**src/rtl/quad_pkg.sv**
```systemverilog
// Shared types and step decode for the quadrature decoder.
// Gray positions are mapped to binary so a step is a modular distance.
package quad_pkg;

    typedef enum logic {
        Q_UNPRIMED,
        Q_TRACK
    } quad_state_t;

    typedef enum logic [1:0] {
        STEP_NONE,
        STEP_FWD,
        STEP_REV,
        STEP_ERR
    } quad_step_t;

    // 00,01,11,10 -> 0,1,2,3
    function automatic logic [1:0] gray2bin(input logic [1:0] g);
        return {g[1], g[1] ^ g[0]};
    endfunction

    // +1 is forward, -1 is reverse, +2 is a skipped position
    function automatic quad_step_t quad_step(
        input logic [1:0] prev,
        input logic [1:0] cur
    );
        logic [1:0] w_d;
        quad_step_t w_s;
        w_d = gray2bin(cur) - gray2bin(prev);
        unique case (w_d)
            2'd0:    w_s = STEP_NONE;
            2'd1:    w_s = STEP_FWD;
            2'd2:    w_s = STEP_ERR;
            default: w_s = STEP_REV;
        endcase
        return w_s;
    endfunction

endpackage

```
**src/rtl/quad_glitch_filter.sv**
```systemverilog
// One encoder channel: metastability synchroniser plus
// persistence filter that accepts a level after FILT_LEN samples.
module quad_glitch_filter
    import quad_pkg::*;
#(
    parameter int SYNC_STAGES = 2,
    parameter int FILT_LEN    = 4
) (
    input  logic clk,
    input  logic rst_n,
    input  logic i_din,
    output logic o_filt
);

    localparam int CW = $clog2(FILT_LEN + 1);

    logic [SYNC_STAGES-1:0] r_sync;
    logic                   r_filt;
    logic [CW-1:0]          r_cnt;
    logic                   w_s;

    assign w_s    = r_sync[SYNC_STAGES-1];
    assign o_filt = r_filt;

    // Shift the asynchronous input through the synchroniser chain
    always_ff @(posedge clk or negedge rst_n) begin
        if (!rst_n) begin
            r_sync <= '0;
        end else begin
            r_sync <= {r_sync[SYNC_STAGES-2:0], i_din};
        end
    end

    // Count consecutive differing samples; accept on the last one
    always_ff @(posedge clk or negedge rst_n) begin
        if (!rst_n) begin
            r_filt <= 1'b0;
            r_cnt  <= '0;
        end else if (w_s != r_filt) begin
            if (r_cnt == CW'(FILT_LEN - 1)) begin
                r_filt <= w_s;
                r_cnt  <= '0;
            end else begin
                r_cnt <= r_cnt + 1'b1;
            end
        end else begin
            r_cnt <= '0;
        end
    end

endmodule

```
**src/rtl/quadrature_decoder.sv**
```systemverilog
// Quadrature encoder to up/down step pulses with error reporting.
// Waits out the filter pipeline after reset before decoding.
module quadrature_decoder
    import quad_pkg::*;
#(
    parameter int SYNC_STAGES = 2,
    parameter int FILT_LEN    = 4
) (
    input  logic       clk,
    input  logic       rst_n,
    input  logic       enc_a,
    input  logic       enc_b,
    input  logic       en,
    input  logic       err_clr,
    output logic       up,
    output logic       down,
    output logic       dir,
    output logic       err,
    output logic       err_flag,
    output logic [1:0] phase
);

    localparam int PRIME_LEN = SYNC_STAGES + FILT_LEN + 1;
    localparam int PCW       = $clog2(PRIME_LEN + 1);

    logic        w_filt_a;
    logic        w_filt_b;
    logic [1:0]  w_cur;
    quad_step_t  w_step;

    quad_state_t r_state;
    quad_state_t w_state_nxt;
    logic [PCW-1:0] r_prime;
    logic [PCW-1:0] w_prime_nxt;
    logic [1:0]  r_prev;
    logic [1:0]  w_prev_nxt;
    logic        r_up;
    logic        r_down;
    logic        r_dir;
    logic        r_err;
    logic        r_flag;
    logic        w_up_nxt;
    logic        w_down_nxt;
    logic        w_dir_nxt;
    logic        w_err_nxt;
    logic        w_flag_nxt;

    quad_glitch_filter #(
        .SYNC_STAGES(SYNC_STAGES),
        .FILT_LEN   (FILT_LEN)
    ) u_filt_a (
        .clk   (clk),
        .rst_n (rst_n),
        .i_din (enc_a),
        .o_filt(w_filt_a)
    );

    quad_glitch_filter #(
        .SYNC_STAGES(SYNC_STAGES),
        .FILT_LEN   (FILT_LEN)
    ) u_filt_b (
        .clk   (clk),
        .rst_n (rst_n),
        .i_din (enc_b),
        .o_filt(w_filt_b)
    );

    assign w_cur    = {w_filt_a, w_filt_b};
    assign phase    = w_cur;
    assign up       = r_up;
    assign down     = r_down;
    assign dir      = r_dir;
    assign err      = r_err;
    assign err_flag = r_flag;

    // Next state, prime timer, step classification and output values
    always_comb begin
        w_state_nxt = r_state;
        w_prime_nxt = r_prime;
        w_prev_nxt  = r_prev;
        w_up_nxt    = 1'b0;
        w_down_nxt  = 1'b0;
        w_err_nxt   = 1'b0;
        w_dir_nxt   = r_dir;
        w_flag_nxt  = err_clr ? 1'b0 : r_flag;
        w_step      = quad_step(r_prev, w_cur);
        unique case (r_state)
            Q_UNPRIMED: begin
                if (r_prime == PCW'(PRIME_LEN - 1)) begin
                    w_state_nxt = Q_TRACK;
                    w_prev_nxt  = w_cur;
                end else begin
                    w_prime_nxt = r_prime + 1'b1;
                end
            end
            Q_TRACK: begin
                w_prev_nxt = w_cur;
                unique case (w_step)
                    STEP_FWD: begin
                        w_up_nxt  = en;
                        w_dir_nxt = 1'b1;
                    end
                    STEP_REV: begin
                        w_down_nxt = en;
                        w_dir_nxt  = 1'b0;
                    end
                    STEP_ERR: begin
                        w_err_nxt  = 1'b1;
                        w_flag_nxt = 1'b1;
                    end
                    default: ;
                endcase
            end
            default: ;
        endcase
    end

    // Register FSM state, previous phase and all outputs
    always_ff @(posedge clk or negedge rst_n) begin
        if (!rst_n) begin
            r_state <= Q_UNPRIMED;
            r_prime <= '0;
            r_prev  <= 2'b00;
            r_up    <= 1'b0;
            r_down  <= 1'b0;
            r_dir   <= 1'b1;
            r_err   <= 1'b0;
            r_flag  <= 1'b0;
        end else begin
            r_state <= w_state_nxt;
            r_prime <= w_prime_nxt;
            r_prev  <= w_prev_nxt;
            r_up    <= w_up_nxt;
            r_down  <= w_down_nxt;
            r_dir   <= w_dir_nxt;
            r_err   <= w_err_nxt;
            r_flag  <= w_flag_nxt;
        end
    end

endmodule

```
**config.mk**
```make
export PLATFORM = sky130hd
export DESIGN_NAME = quadrature_decoder
export DESIGN_NICKNAME = d
export VERILOG_FILES = /design/src/rtl/quad_pkg.sv /design/src/rtl/quad_glitch_filter.sv /design/src/rtl/quadrature_decoder.sv
export SDC_FILE = /design/constraint.sdc
export NUM_CORES = 1
export LEC_CHECK = 0
export BUFFER_PORTS_ARGS = -buffer_cell sky130_fd_sc_hd__buf_2
export CORE_MARGIN = 2
export CORE_UTILIZATION = 40
export DETAILED_ROUTE_END_ITERATION = 6
export PLACE_DENSITY = 0.57
export SLEW_MARGIN = 20
export SYNTH_ARGS = -nofsm -noshare
export SYNTH_HDL_FRONTEND = slang
export SYNTH_SLANG_ARGS = --single-unit
```
**constraint.sdc**
```tcl
create_clock -name clk -period 1.8 [get_ports clk]
set_input_delay 0.09 -clock clk [delete_from_list [all_inputs] [get_ports clk]]
set_output_delay 0.09 -clock clk [all_outputs]
set_load 0.02 [all_outputs]
```
==> results.json <==
{
  "status": "finished, final reports clean",
  "area_delta_synth_final_pct": 17.45,
  "p_per_area_mw_per_mm2": 1623,
  "rsz0062_at_grt": "no",
  "maxCapViolCount": 0,
  "hold-worst-slack_ps": 39.10,
  "nets": 100,
  "avgRoutedWirePerCell_um": 10.27,
  "routed-via-count": 500,
  "synth_area_sq_um": 903.4,
  "hpwlAfterDp_um": 853.3,
  "hp-class": "input port to register",
  "initial_utilization_pct": 41.64,
  "grt_antenna_before_repair": 0,
  "drive_gt1_share_pct": 27.27,
  "end_kind": "register",
  "cp.arrival_ps": 1770,
  "clk_latency_ps": 310,
  "hold_depth": 2,
  "peakVddDrop_mv": 0.6347,
  "synth_cell_types": 19,
  "path_class": "register to register",
  "seq_area_sq_um": 576.8,
  "crit_buf_inv": 0,
  "cts_resized": 0,
  "path_cells": "xnor2_1, ha_1, xor2_1, xnor2_1, and3b_2",
  "wl_um": 1191,
  "setup_viol_count_final": 0,
  "syn-instance-count": 69,
  "fp.dieW_um": 51.52,
  "clockRootBuffer": "clkbuf_4",
  "r2r_slack_ps": 240,
  "io_pins": 13,
  "dr.pass1.iters": 3,
  "finClkSkew_ps": 5.377,
  "grt_max_degree": 24,
  "cpMaxStageDelayCell": "dfrtp_1",
  "globalplace.congestion": 0.6963,
  "yosysWarningCount": 0,
  "r2r_cells": 5,
  "hold_violations": 0,
  "cts.sinks": 23,
  "maxSlewViolCount": 0,
  "ys_seq_area_share_pct": 63.85,
  "cts.clk_slew.worst_paths_ps": 130,
  "htree_levels": 1,
  "avgSynthCellArea_sq_um": 13.09,
  "finalCritPeriodShare_pct": 86.92,
  "finalCriticalPeriod_ps": 1565,
  "max_freq_mhz": 639.1,
  "drcViolationCount": 0,
  "fin_total_pwr_mw": 1.722,
  "multi_input_area_sq_um": 295.3,
  "crit_cells": 5,
  "worst_pin_slew_ps": 502.4,
  "cts_buffers": 3,
  "core_region_area_sq_mm": 0.002170,
  "diodes": 0,
  "grt_util_all_layers_pct": 11.71,
  "grt_first_pass_wirelength_um": 2283,
  "max_stage_delay_ps": 450,
  "drt_iter0_drc": 3,
  "synth_seq_cells": 23,
  "antenna_left": 0,
  "final_util_pct": 48.90,
  "grt_pass1_vias": 539,
  "cpLargestDelayFamily": "XOR/XNOR gates",
  "tns_ps": 0,
  "viasPerCell": 4.310,
  "port_buffers": 12,
  "overflow": 0,
  "leakage_nw": 0.5156,
  "path_common_cell": "xnor2_1",
  "tritoncts": "yes",
  "nFillCells": 211,
  "die_height_um": 51.52,
  "synth_nets": 80,
  "relSlewSlack_pct": 66.51,
  "crit_required_ps": 2010,
  "cts_max_path_buffers": 2,
  "placement_rows": 17,
  "crit_path_start_kind": "register",
  "die-area_sq_mm": 0.002654,
  "cp_max_fo": 5
}
synthesized netlist by cell type:
master	instances	area [sq um]
dfrtp_1	22	550.5
nand2_1	9	33.78
xnor2_1	6	52.55
ha_1	5	62.56
nor2b_1	4	25.02
inv_1	3	11.26
mux2_2	3	33.78
nor3b_1	3	22.52
buf_4	2	15.01
nor3_1	2	10.01
xor2_1	2	17.52
a21oi_1	1	5.000
and3_2	1	7.510
and3b_2	1	10.01
clkbuf_2	1	5.000
dfstp_2	1	26.28
nor2_1	1	3.750
o21ai_0	1	5.000
o22ai_1	1	6.260
layout make-up:
class	instances	area share, %
clock inverter	1	0.4717
multi-input combinational	40	27.83
clock buffer	3	2.123
sequential	23	54.36
tap	28	3.302
inverter	3	1.061
timing repair buffer	18	10.85
path summary, 6_finish.rpt:
check	startpoint	endpoint
min in group asynchronous	rst_n	u_filt_a.r_cnt[1]$_DFF_PN0_
min	en	up$_DFF_PN0_
min reg2reg	u_filt_b.r_sync[0]$_DFF_PN0_	u_filt_b.r_sync[1]$_DFF_PN0_
max in group asynchronous	rst_n	dir$_DFFE_PN1P_
max	u_filt_b.o_filt$_DFFE_PN0P_	down$_DFF_PN0_
max reg2reg	u_filt_b.o_filt$_DFFE_PN0P_	down$_DFF_PN0_
routing by layer:
| layer | track usage (%) | part of all wire, % | wire, um |
|---|---|---|---|
| met4 | 7.895 | 1.1 | 13 |
| met3 | 2.586 | 4.0 | 48 |
| met5 | 0 | 0 | 0 |
| met2 | 18.59 | 45 | 535 |
| met1 | 14.20 | 50 | 593 |
stage by stage:
step	instance area (sq um)	setup slack, ps	cells
finish	1061	235.4	116
global route	1061	146.3	116
CTS	1061	218.9	116
detailed placement	993.5	239.1	108
global placement	993.5	260.8	108
floorplan	903.4	244.6	69
repair_timing:
item,in CTS,in global routing
setup endpoints to repair,0,0
setup buffers,0,0
hold buffers,4,0
hold endpoints to repair,25,0
flip-flops by register name, summed over array words and instances (netlist names):
signal	count
down	1
u_filt_a.r_cnt	3
r_state	1
err	1
u_filt_b.o_filt	1
r_prev	2
err_flag	1
u_filt_b.r_sync	2
r_prime	3
dir	1
u_filt_b.r_cnt	3
up	1
u_filt_a.o_filt	1
u_filt_a.r_sync	2
power breakdown:
part	internal (mW)	switching, mW
Clock	0.0829	0.151
Sequential	0.666	0.0732
Combinational	0.366	0.383
logic make-up (layout without fill, tap and decap cells):
group / after synthesis / count (layout) / share of synthesized area, %
muxes: 3 / 3 / 3.739
xor gates and xnor gates: 8 / 8 / 7.757
and+or+nand+nor: 21 / 21 / 12.46
DFF: 23 / 23 / 63.85
AOI/OAI and AO/OA: 3 / 3 / 1.800
adders and majority gates: 5 / 5 / 6.925
buffers and inverters: 6 / 25 / 3.461
placed cells by master, fill, tap and decap left out:
cell | netlist | routed
xnor2_1 | 6 | 6
inv_1 | 3 | 3
buf_4 | 2 | 2
ha_1 | 5 | 5
and3_2 | 1 | 1
nand2_1 | 9 | 9
buf_2 | 0 | 12
nor3b_1 | 3 | 3
nor2_1 | 1 | 1
clkbuf_4 | 0 | 3
o21ai_0 | 1 | 1
nor3_1 | 2 | 2
clkinv_2 | 0 | 1
o22ai_1 | 1 | 1
nor2b_1 | 4 | 4
a21oi_1 | 1 | 1
xor2_1 | 2 | 2
dlygate4sd3_1 | 0 | 4
dfstp_2 | 1 | 1
and3b_2 | 1 | 1
mux2_2 | 3 | 3
dfrtp_1 | 22 | 22
Power figures use the tool's default switching activity.
